**config.mk**
```make
export PLATFORM = sky130hd
export DESIGN_NAME = score_keeper
export DESIGN_NICKNAME = d
export VERILOG_FILES = /design/src/rtl/score_pkg.sv /design/src/rtl/bcd_counter3.sv /design/src/rtl/score_keeper.sv
export SDC_FILE = /design/constraint.sdc
export NUM_CORES = 1
export LEC_CHECK = 0
export ABC_AREA = 1
export CAP_MARGIN = 0
export CORE_MARGIN = 10
export CORE_UTILIZATION = 60
export DETAILED_ROUTE_END_ITERATION = 10
export MAX_ROUTING_LAYER = met4
export PLACE_DENSITY = 0.88
export SLEW_MARGIN = 10
export SYNTH_ARGS = -nofsm -noshare
export SYNTH_HDL_FRONTEND = slang
export SYNTH_SLANG_ARGS = --single-unit
export TNS_END_PERCENT = 100
```
**constraint.sdc**
```tcl
create_clock -name CLK -period 4 [get_ports CLK]
set_clock_uncertainty 0.1 [all_clocks]
set_input_delay 0.4 -clock CLK [delete_from_list [all_inputs] [get_ports CLK]]
set_output_delay 0.4 -clock CLK [all_outputs]
set_load 0.005 [all_outputs]
```
**src/rtl/score_pkg.sv**
```systemverilog
// Shared types and constants for the score keeper: FSM states, BCD digits,
// seven-segment lookup and a BCD magnitude compare.
package score_pkg;

  typedef enum logic [1:0] {
    IDLE = 2'd0,
    RUN  = 2'd1,
    OVER = 2'd2
  } state_e;

  typedef logic [3:0] bcd_t;

  localparam logic [6:0] SEG_BLANK = 7'h7F;

  // Common-anode patterns, bit 6 = segment g, active-low.
  localparam logic [6:0] SEG_LUT [10] = '{
    7'b1000000, 7'b1111001, 7'b0100100, 7'b0110000, 7'b0011001,
    7'b0010010, 7'b0000010, 7'b1111000, 7'b0000000, 7'b0010000
  };

  function automatic logic [6:0] seg_encode(input bcd_t d);
    seg_encode = (d > 4'd9) ? SEG_BLANK : SEG_LUT[d];
  endfunction

  // Three-digit BCD "a > b", most significant digit decides first.
  function automatic logic bcd_gt(input bcd_t ah, input bcd_t at, input bcd_t ao,
                                  input bcd_t bh, input bcd_t bt, input bcd_t bo);
    if (ah != bh) return ah > bh;
    if (at != bt) return at > bt;
    return ao > bo;
  endfunction

endpackage

```
**src/rtl/bcd_counter3.sv**
```systemverilog
// Three-digit BCD up-counter that saturates at MAX_SCORE; clear wins over enable.
module bcd_counter3
  import score_pkg::*;
#(
  parameter int MAX_SCORE = 999
) (
  input  logic clk_i,
  input  logic rst_ni,
  input  logic clr_i,
  input  logic en_i,
  output bcd_t ones_o,
  output bcd_t tens_o,
  output bcd_t hund_o
);

  localparam bcd_t MAX_H = bcd_t'(MAX_SCORE / 100);
  localparam bcd_t MAX_T = bcd_t'((MAX_SCORE / 10) % 10);
  localparam bcd_t MAX_O = bcd_t'(MAX_SCORE % 10);

  bcd_t ones_q, tens_q, hund_q;
  bcd_t ones_d, tens_d, hund_d;
  logic at_max;

  assign at_max = (hund_q == MAX_H) && (tens_q == MAX_T) && (ones_q == MAX_O);

  always_comb begin
    ones_d = ones_q;
    tens_d = tens_q;
    hund_d = hund_q;
    if (clr_i) begin
      ones_d = '0;
      tens_d = '0;
      hund_d = '0;
    end else if (en_i && !at_max) begin
      if (ones_q == 4'd9) begin
        ones_d = '0;
        if (tens_q == 4'd9) begin
          tens_d = '0;
          hund_d = hund_q + 4'd1;
        end else begin
          tens_d = tens_q + 4'd1;
        end
      end else begin
        ones_d = ones_q + 4'd1;
      end
    end
  end

  always_ff @(posedge clk_i or negedge rst_ni) begin
    if (!rst_ni) begin
      ones_q <= '0;
      tens_q <= '0;
      hund_q <= '0;
    end else begin
      ones_q <= ones_d;
      tens_q <= tens_d;
      hund_q <= hund_d;
    end
  end

  assign ones_o = ones_q;
  assign tens_o = tens_q;
  assign hund_o = hund_q;

endmodule

```
**src/rtl/score_keeper.sv**
```systemverilog
// Game score / high-score tracker: counts rows while running, freezes and
// blinks the final score when the run ends, and drives the six HEX displays.
module score_keeper
  import score_pkg::*;
#(
  parameter int BLINK_DIV = 24,
  parameter int MAX_SCORE = 999
) (
  input  logic       CLK,
  input  logic       NOT_RST,
  input  logic       RUNen,
  input  logic       ENDen,
  input  logic       rowTick,
  output logic [6:0] HEX0,
  output logic [6:0] HEX1,
  output logic [6:0] HEX2,
  output logic [6:0] HEX3,
  output logic [6:0] HEX4,
  output logic [6:0] HEX5,
  output logic       newHigh,
  output state_e     dbg_state_o
);

  localparam logic [BLINK_DIV:0] BLINK_ONE = 1;

  state_e state_q, state_d;
  logic   run_dly_q, was_over_q, newhigh_q, newhigh_d;
  logic   run_rise, cnt_clr, cnt_en, over_entry, score_blank, new_best;
  logic [BLINK_DIV:0] blink_q;
  bcd_t   sc_o, sc_t, sc_h;
  bcd_t   hi_o_q, hi_t_q, hi_h_q;
  logic [6:0] hex_q [6];
  logic [6:0] hex_d [6];

  assign run_rise = RUNen && !run_dly_q;

  always_ff @(posedge CLK or negedge NOT_RST) begin
    if (!NOT_RST) begin
      state_q    <= IDLE;
      run_dly_q  <= 1'b0;
      was_over_q <= 1'b0;
    end else begin
      state_q    <= state_d;
      run_dly_q  <= RUNen;
      was_over_q <= (state_q == OVER);
    end
  end

  always_comb begin
    state_d = state_q;
    unique case (state_q)
      IDLE: if (RUNen && !ENDen) state_d = RUN;
      RUN:  if (ENDen) state_d = OVER;
      OVER: begin
        if (run_rise && !ENDen)     state_d = RUN;
        else if (!RUNen && !ENDen)  state_d = IDLE;
      end
      default: state_d = IDLE;
    endcase
  end

  // The score register already holds any coincident final tick on the first
  // OVER cycle, so comparing there sees the incremented value.
  always_comb begin
    cnt_clr     = (state_q == IDLE) || ((state_q == OVER) && (state_d == RUN));
    cnt_en      = (state_q == RUN) && rowTick;
    over_entry  = (state_q == OVER) && !was_over_q;
    score_blank = (state_q == OVER) && blink_q[BLINK_DIV];
  end

  bcd_counter3 #(.MAX_SCORE(MAX_SCORE)) u_score (
    .clk_i  (CLK),
    .rst_ni (NOT_RST),
    .clr_i  (cnt_clr),
    .en_i   (cnt_en),
    .ones_o (sc_o),
    .tens_o (sc_t),
    .hund_o (sc_h)
  );

  assign new_best = bcd_gt(sc_h, sc_t, sc_o, hi_h_q, hi_t_q, hi_o_q);

  always_comb begin
    newhigh_d = newhigh_q;
    if ((state_q == OVER) && (state_d != OVER)) newhigh_d = 1'b0;
    else if (over_entry && new_best)            newhigh_d = 1'b1;
  end

  always_ff @(posedge CLK or negedge NOT_RST) begin
    if (!NOT_RST) begin
      hi_o_q    <= '0;
      hi_t_q    <= '0;
      hi_h_q    <= '0;
      newhigh_q <= 1'b0;
      blink_q   <= '0;
    end else begin
      if (over_entry && new_best) begin
        hi_o_q <= sc_o;
        hi_t_q <= sc_t;
        hi_h_q <= sc_h;
      end
      newhigh_q <= newhigh_d;
      blink_q   <= blink_q + BLINK_ONE;
    end
  end

  always_comb begin
    hex_d[0] = score_blank ? SEG_BLANK : seg_encode(sc_o);
    hex_d[1] = score_blank ? SEG_BLANK : seg_encode(sc_t);
    hex_d[2] = score_blank ? SEG_BLANK : seg_encode(sc_h);
    hex_d[3] = seg_encode(hi_o_q);
    hex_d[4] = seg_encode(hi_t_q);
    hex_d[5] = seg_encode(hi_h_q);
  end

  always_ff @(posedge CLK or negedge NOT_RST) begin
    if (!NOT_RST) begin
      for (int i = 0; i < 6; i++) hex_q[i] <= SEG_LUT[0];
    end else begin
      for (int i = 0; i < 6; i++) hex_q[i] <= hex_d[i];
    end
  end

  assign HEX0        = hex_q[0];
  assign HEX1        = hex_q[1];
  assign HEX2        = hex_q[2];
  assign HEX3        = hex_q[3];
  assign HEX4        = hex_q[4];
  assign HEX5        = hex_q[5];
  assign newHigh     = newhigh_q;
  assign dbg_state_o = state_q;

endmodule

```
Word-level counts from Yosys, hierarchy flattened
Memory sizes are Yosys's and may differ from the RTL's.
Cells that the tools add are included.

cells by class
  $add $sub $neg = 4
  $mul = 0
  divide/modulo/power cells = 0
  order comparisons = 15
  eq/ne operators = 9
  shift operators = 0
  muxes and demuxes = 46
  bitwise gates (word level) = 6
  reductions and logical operators = 26

operator list
  operator                 count
  $mux W7                  21
  $mux W4                  11
  $ge A5 B5 Y1 const B     6
  $not A4 Y5               6
  $add A25 B1 Y25 const B  1
  $gt A4 B4 Y1 const B     6
  $logic_and A1 B1 Y1      13
  $add A4 B1 Y4 const B    3
  $eq A4 B4 Y1 const B     3
  $gt A4 B4 Y1             3
  $mux W1                  9
  $mux W2                  4
  $ne A4 B4 Y1             2
  $reduce_bool A2 Y1       4
  $pmux W2 S3              1
  $logic_not A1 Y1         5
  $eq A2 B1 Y1 const B     2
  $reduce_and A3 Y1        1
  $eq A2 B2 Y1 const B     1
  $logic_not A2 Y1         1
  $ne A2 B2 Y1 const B     1
  $reduce_and A2 Y1        1
  $logic_or A1 B1 Y1       1

word-level totals
  register bits = 96
  bits in latches = 0
  RAM bits = 0
  bits in read-only memories = 672
  input bits = 5
  word-level logic and storage cells = 129
  memories = 6

memories
  memory            depth  width  read ports  clocked after Yosys merged registers in  write ports  line             RTL
  (name not given)  16     7      1           0                                        0            score_pkg.sv:22  seg_encode = (d > 4'd9) ? SEG_BLANK : SEG_LUT[d];
  (name not given)  16     7      1           0                                        0            score_pkg.sv:22
  (name not given)  16     7      1           0                                        0            score_pkg.sv:22
  (name not given)  16     7      1           0                                        0            score_pkg.sv:22
  (name not given)  16     7      1           0                                        0            score_pkg.sv:22
  (name not given)  16     7      1           0                                        0            score_pkg.sv:22

Longest topological paths before layout
  depth in word-level cells = 10
  depth in mapped cells = 15
  mapped depth without buffers = 14

Hierarchy
From an unflattened synthesis, not the netlist that was laid out.

second synthesis, totals
  cell total of the unflattened synthesis = 544
  area total of the unflattened synthesis = 4989.8 um2

by module, submodules not included
  module        times used  cells an instance  area each (um2)  seq. area each (um2)
  score_keeper  1           452                4224.1           2109.5
  bcd_counter3  1           92                 765.7            300.3

Least setup slack after synthesis
OpenSTA, ideal clock, no wires.

  path kind = reg-to-reg
  start = reg hi_o_q[2]
  end = reg hi_h_q[2]
  library setup time = 0.066 ns
  arrival time = 1.689 ns
  slack = 2.145 ns
  stages on the path, launching flop included = 14
  path buffers = 1
  path through = dfrtp_1 > clkinv_1 > ha_1 > nand2_1 > inv_1 > nand2_1 > nand2_1 > nand2_1 > nand2_1 > nand2_1 > nand2_1 > clkbuf_1 > nand3_1 > nand2_1

between the ends
  cells in the longest elaborated chain, start to end = 4

RTL lines
  item                      line                 RTL
  start: declaration        score_keeper.sv:31   bcd_t hi_o_q, hi_t_q, hi_h_q;
  start signal: assignment  score_keeper.sv:98   hi_o_q <= sc_o;
  $gt A4 B4 Y1              score_pkg.sv:30      return ao > bo;
  $mux W1                   score_pkg.sv:30
  $mux W1                   score_pkg.sv:29      if (at != bt) return at > bt;
  $logic_and A1 B1 Y1       score_keeper.sv:97   if (over_entry && new_best) begin
  end signal: assignment    score_keeper.sv:100  hi_h_q <= sc_h;
  end: declaration          score_keeper.sv:31

No other way between the ends.
A chain may end at the register's enable or synchronous reset.

Final worst setup path
  start = reg hi_o_q[2]
  end = reg hi_h_q[1]

Same word-level chain as after synthesis.

==> run metrics <==
die span in y=110 um; worst reg2reg path startpoint=hi_o_q[2]; wirelength, routed=10200 um; register clock-pin slew on the reported worst setup and hold paths=0.09 ns; global routing met2 resource utilization=0.280; quantity of I/O buffers inserted on ports=49; post-route cell area=5710 sq um; largest stage delay on the critical path=0.42 ns; number of flops mapped to enable cells by yosys=0; hold violation total from the final report=0; Placement Rows=32; worst vdd ir=295 uV; H-tree depth reported by CTS=3; number of instances in the synthesized netlist=544; Leakage Power=2.85 nW; peak fanout along the critical path=13; capturing element type of the critical path=flop; initial core utilization=0.626; YS warnings=0; GR Overflow Total=0; final critical path time including I/O delays and setup=2.32 ns; number of global-route vias before repair=3879; worst min path class=input pin to asynchronous set/reset pin; Multi-input gate area=2220 sq um; part of the power in registers=0.415; unrepaired setup endpoints after global routing=false; tightest hold margin=0.0126 ns; power density normalized to cell area=560 nW/um^2; DP HPWL=7570 um; Critical Path Most Common Cell=nand2_1; count of state elements after synthesis=96; Cell variety after synth=38; dominant cells by area after synthesis=dfrtp_1 46%, ha_1 11%, nand2_1 9.9%; number of nets in the layout=647; Area growth, synth to finish=16.3%; most used flip-flop cell after synthesis=dfrtp_1; destination of the worst register-to-register timing path=hi_h_q[1]; die area=12200 sq um; Critical Path Start Type=flop; list of cells traversed by the critical path=clkinv_1, ha_1, nand2_1, inv_1, nand2_1, nand2_1, nand2_1, nand2_1, nand2_1, nand2_1, nand2_2, nand2_1, nand2_1; slowest stage cell, crit path=dfrtp_1; global-route wire length before repair=17800 um; count of buffering cells on the critical path with inverters included=2; insertion delay to the later sink of the worst-skew pair=0.37 ns; global-route met1 utilization=0.209; number of setup violations in the final report=0; area of the placeable core=7850 sq um; fill count=571; data required time of the critical path=4.15 ns; Max Clk Rate=431 MHz; sequential standard cell area=2410 sq um; count of clock tree sinks=96; CTS-repair resized insts=0; Switching Fraction=0.366; Reg2Reg Depth=13; FF-to-FF setup slack=1.68 ns; largest net degree at the start of global routing=66; most common library cell in the layout ignoring fill and taps=nand2_1; internal power=2.03 mW; Remaining DRCs=0; clk buf depth=2; Finished Core Util=0.728; vias per std cell=5.40; post-detailed-placement cell area=5500 sq um; cell type contributing the most total cell area after synthesis=dfrtp_1; Syn Area/Cell=9.03 sq um; global routing usage summed across all routing layers=0.173; 1st-pass router iterations=6; share of flip-flops with an asynchronous set or reset after synthesis=1.00; quantity of hold-fixing buffers added after cts=0; Sw Pwr=1.17 mW; gr busiest metal=met2; fraction of the cycle the final worst path needs=0.580; Post-Syn Area=4910 sq um; Fin Setup TNS=0 ns; critical path type=flop to flop; routability-driven placement congestion ratio=0.915; fraction of met3 tracks used by global routing=0.0313; part of the total power dissipated in the clock network=0.210; antenna violation net count after detailed routing=0; number of I/O pins=50; Max transition margin=0.465; Pwr Total=3.20 mW; number of antenna violations at the first check in global routing=0; buffers inserted by post-CTS timing repair=0; combinational fraction of design power=0.375; CTS tree=yes; die width=110 um; routed wire length per instance=14.4 um; DR iter-0 viols=248; Post-Synthesis Net Count=592; Maximum Capacitance Violations=0; Antenna diodes=0; area share of the largest cell type after synthesis=0.458; via count=3812; arrival time worst endpoint=2.47 ns; cts bufs inserted=9; run status=completed; final count of pins violating max slew=0; clock root cell=clkbuf_8; top library cells by usage in the layout, fill and taps aside=129 x nand2_1, 90 x dfrtp_1, 60 x inv_1; part of the Yosys area used for sequential elements=0.491; largest delay contributor family on the critical path=simple AND/OR/NAND/NOR gates; Worst-Margin Slew=0.803 ns; share of cells above drive strength 1=0.0828
==> power by group through the flow <==
stage | clock [mW] | combinational [mW] | sequential (mW)
global placement | 0 | 1.14 | 1.33
floorplan | 0 | 0.728 | 1.31
detailed placement | 0 | 1.20 | 1.35
global route | 0.716 | 1.37 | 1.36
finish | 0.672 | 1.20 | 1.33
CTS | 0.674 | 1.21 | 1.33
==> kinds of logic after synthesis <==
group	after synthesis	synth area share
AO/OA/AOI/OAI	77	0.0912
XOR/XNOR	20	0.0357
AND/OR/NAND/NOR	235	0.215
buffers and inverters	73	0.0583
adder cells (fa/ha/maj)	43	0.110
flip-flops	96	0.491
==> cell usage after synthesis (3+ instances only) <==
library cell and n:
xor2_1 15, o21ai_1 3, nand3_1 43, nand2_1 129
clkinv_1 3, ha_1 43, dfstp_2 6, o311ai_0 4
dfrtp_1 90, buf_2 3, nand4_1 5, or2_2 3
nor3_1 8, nor2_1 29, nor2_2 6, inv_2 4
xnor2_1 5, o21ai_0 50, a21oi_1 10, inv_1 60
==> how the worst max path moves through the flow <==
stage / from / endpoint / cells past startpoint
floorplan: hi_o_q[2] / hi_h_q[2] / 13
global placement: hi_o_q[2] / hi_o_q[2] / 13
detailed placement: hi_o_q[2] / hi_o_q[0] / 13
CTS: hi_o_q[2] / hi_o_q[0] / 13
global route: hi_o_q[2] / hi_t_q[0] / 13
finish: hi_o_q[2] / hi_h_q[1] / 13
==> final cells by class <==
type | instances | share of cell area
Timing Repair Buffer | 50 | 0.0867
Sequential cell | 96 | 0.422
Inverter | 67 | 0.0440
Clock inverter | 5 | 0.0107
Multi-Input combinational cell | 375 | 0.388
Tap cell | 102 | 0.0223
Clock buffer | 11 | 0.0265
==> worst register-to-register path: stages, from the launching register on <==
cell	delay [ns]
dfrtp_1	0.42
clkinv_1	0.23
ha_1	0.34
nand2_1	0.04
inv_1	0.07
nand2_1	0.06
nand2_1	0.05
nand2_1	0.05
nand2_1	0.05
nand2_1	0.04
nand2_1	0.31
nand2_2	0.27
nand2_1	0.13
nand2_1	0.06
==> flip-flops by register name, summed over array words and instances, names as in the netlist <==
| signal | flops |
|---|---|
| HEX4 | 7 |
| was_over_q | 1 |
| u_score.hund_o | 4 |
| u_score.ones_o | 4 |
| dbg_state_o | 2 |
| run_dly_q | 1 |
| hi_h_q | 4 |
| HEX2 | 7 |
| hi_t_q | 4 |
| hi_o_q | 4 |
| blink_q | 25 |
| HEX1 | 7 |
| HEX5 | 7 |
| HEX3 | 7 |
| newHigh | 1 |
| HEX0 | 7 |
| u_score.tens_o | 4 |
==> per-layer routing <==
metal | vias to the layer above | share of wire
li1 | 1876 | -
met4 | 0 | 0.020
met2 | 108 | 0.48
met5 | - | 0
met1 | 1804 | 0.44
met3 | 24 | 0.054
==> stage by stage <==
step | cells | setup WS [ns]
final | 706 | 1.68
after detailed placement | 690 | 1.70
after global placement | 690 | 1.84
after CTS | 706 | 1.70
after floorplan | 544 | 2.14
after global routing | 706 | 1.39
Note: power is estimated with default switching activity, not from simulation.
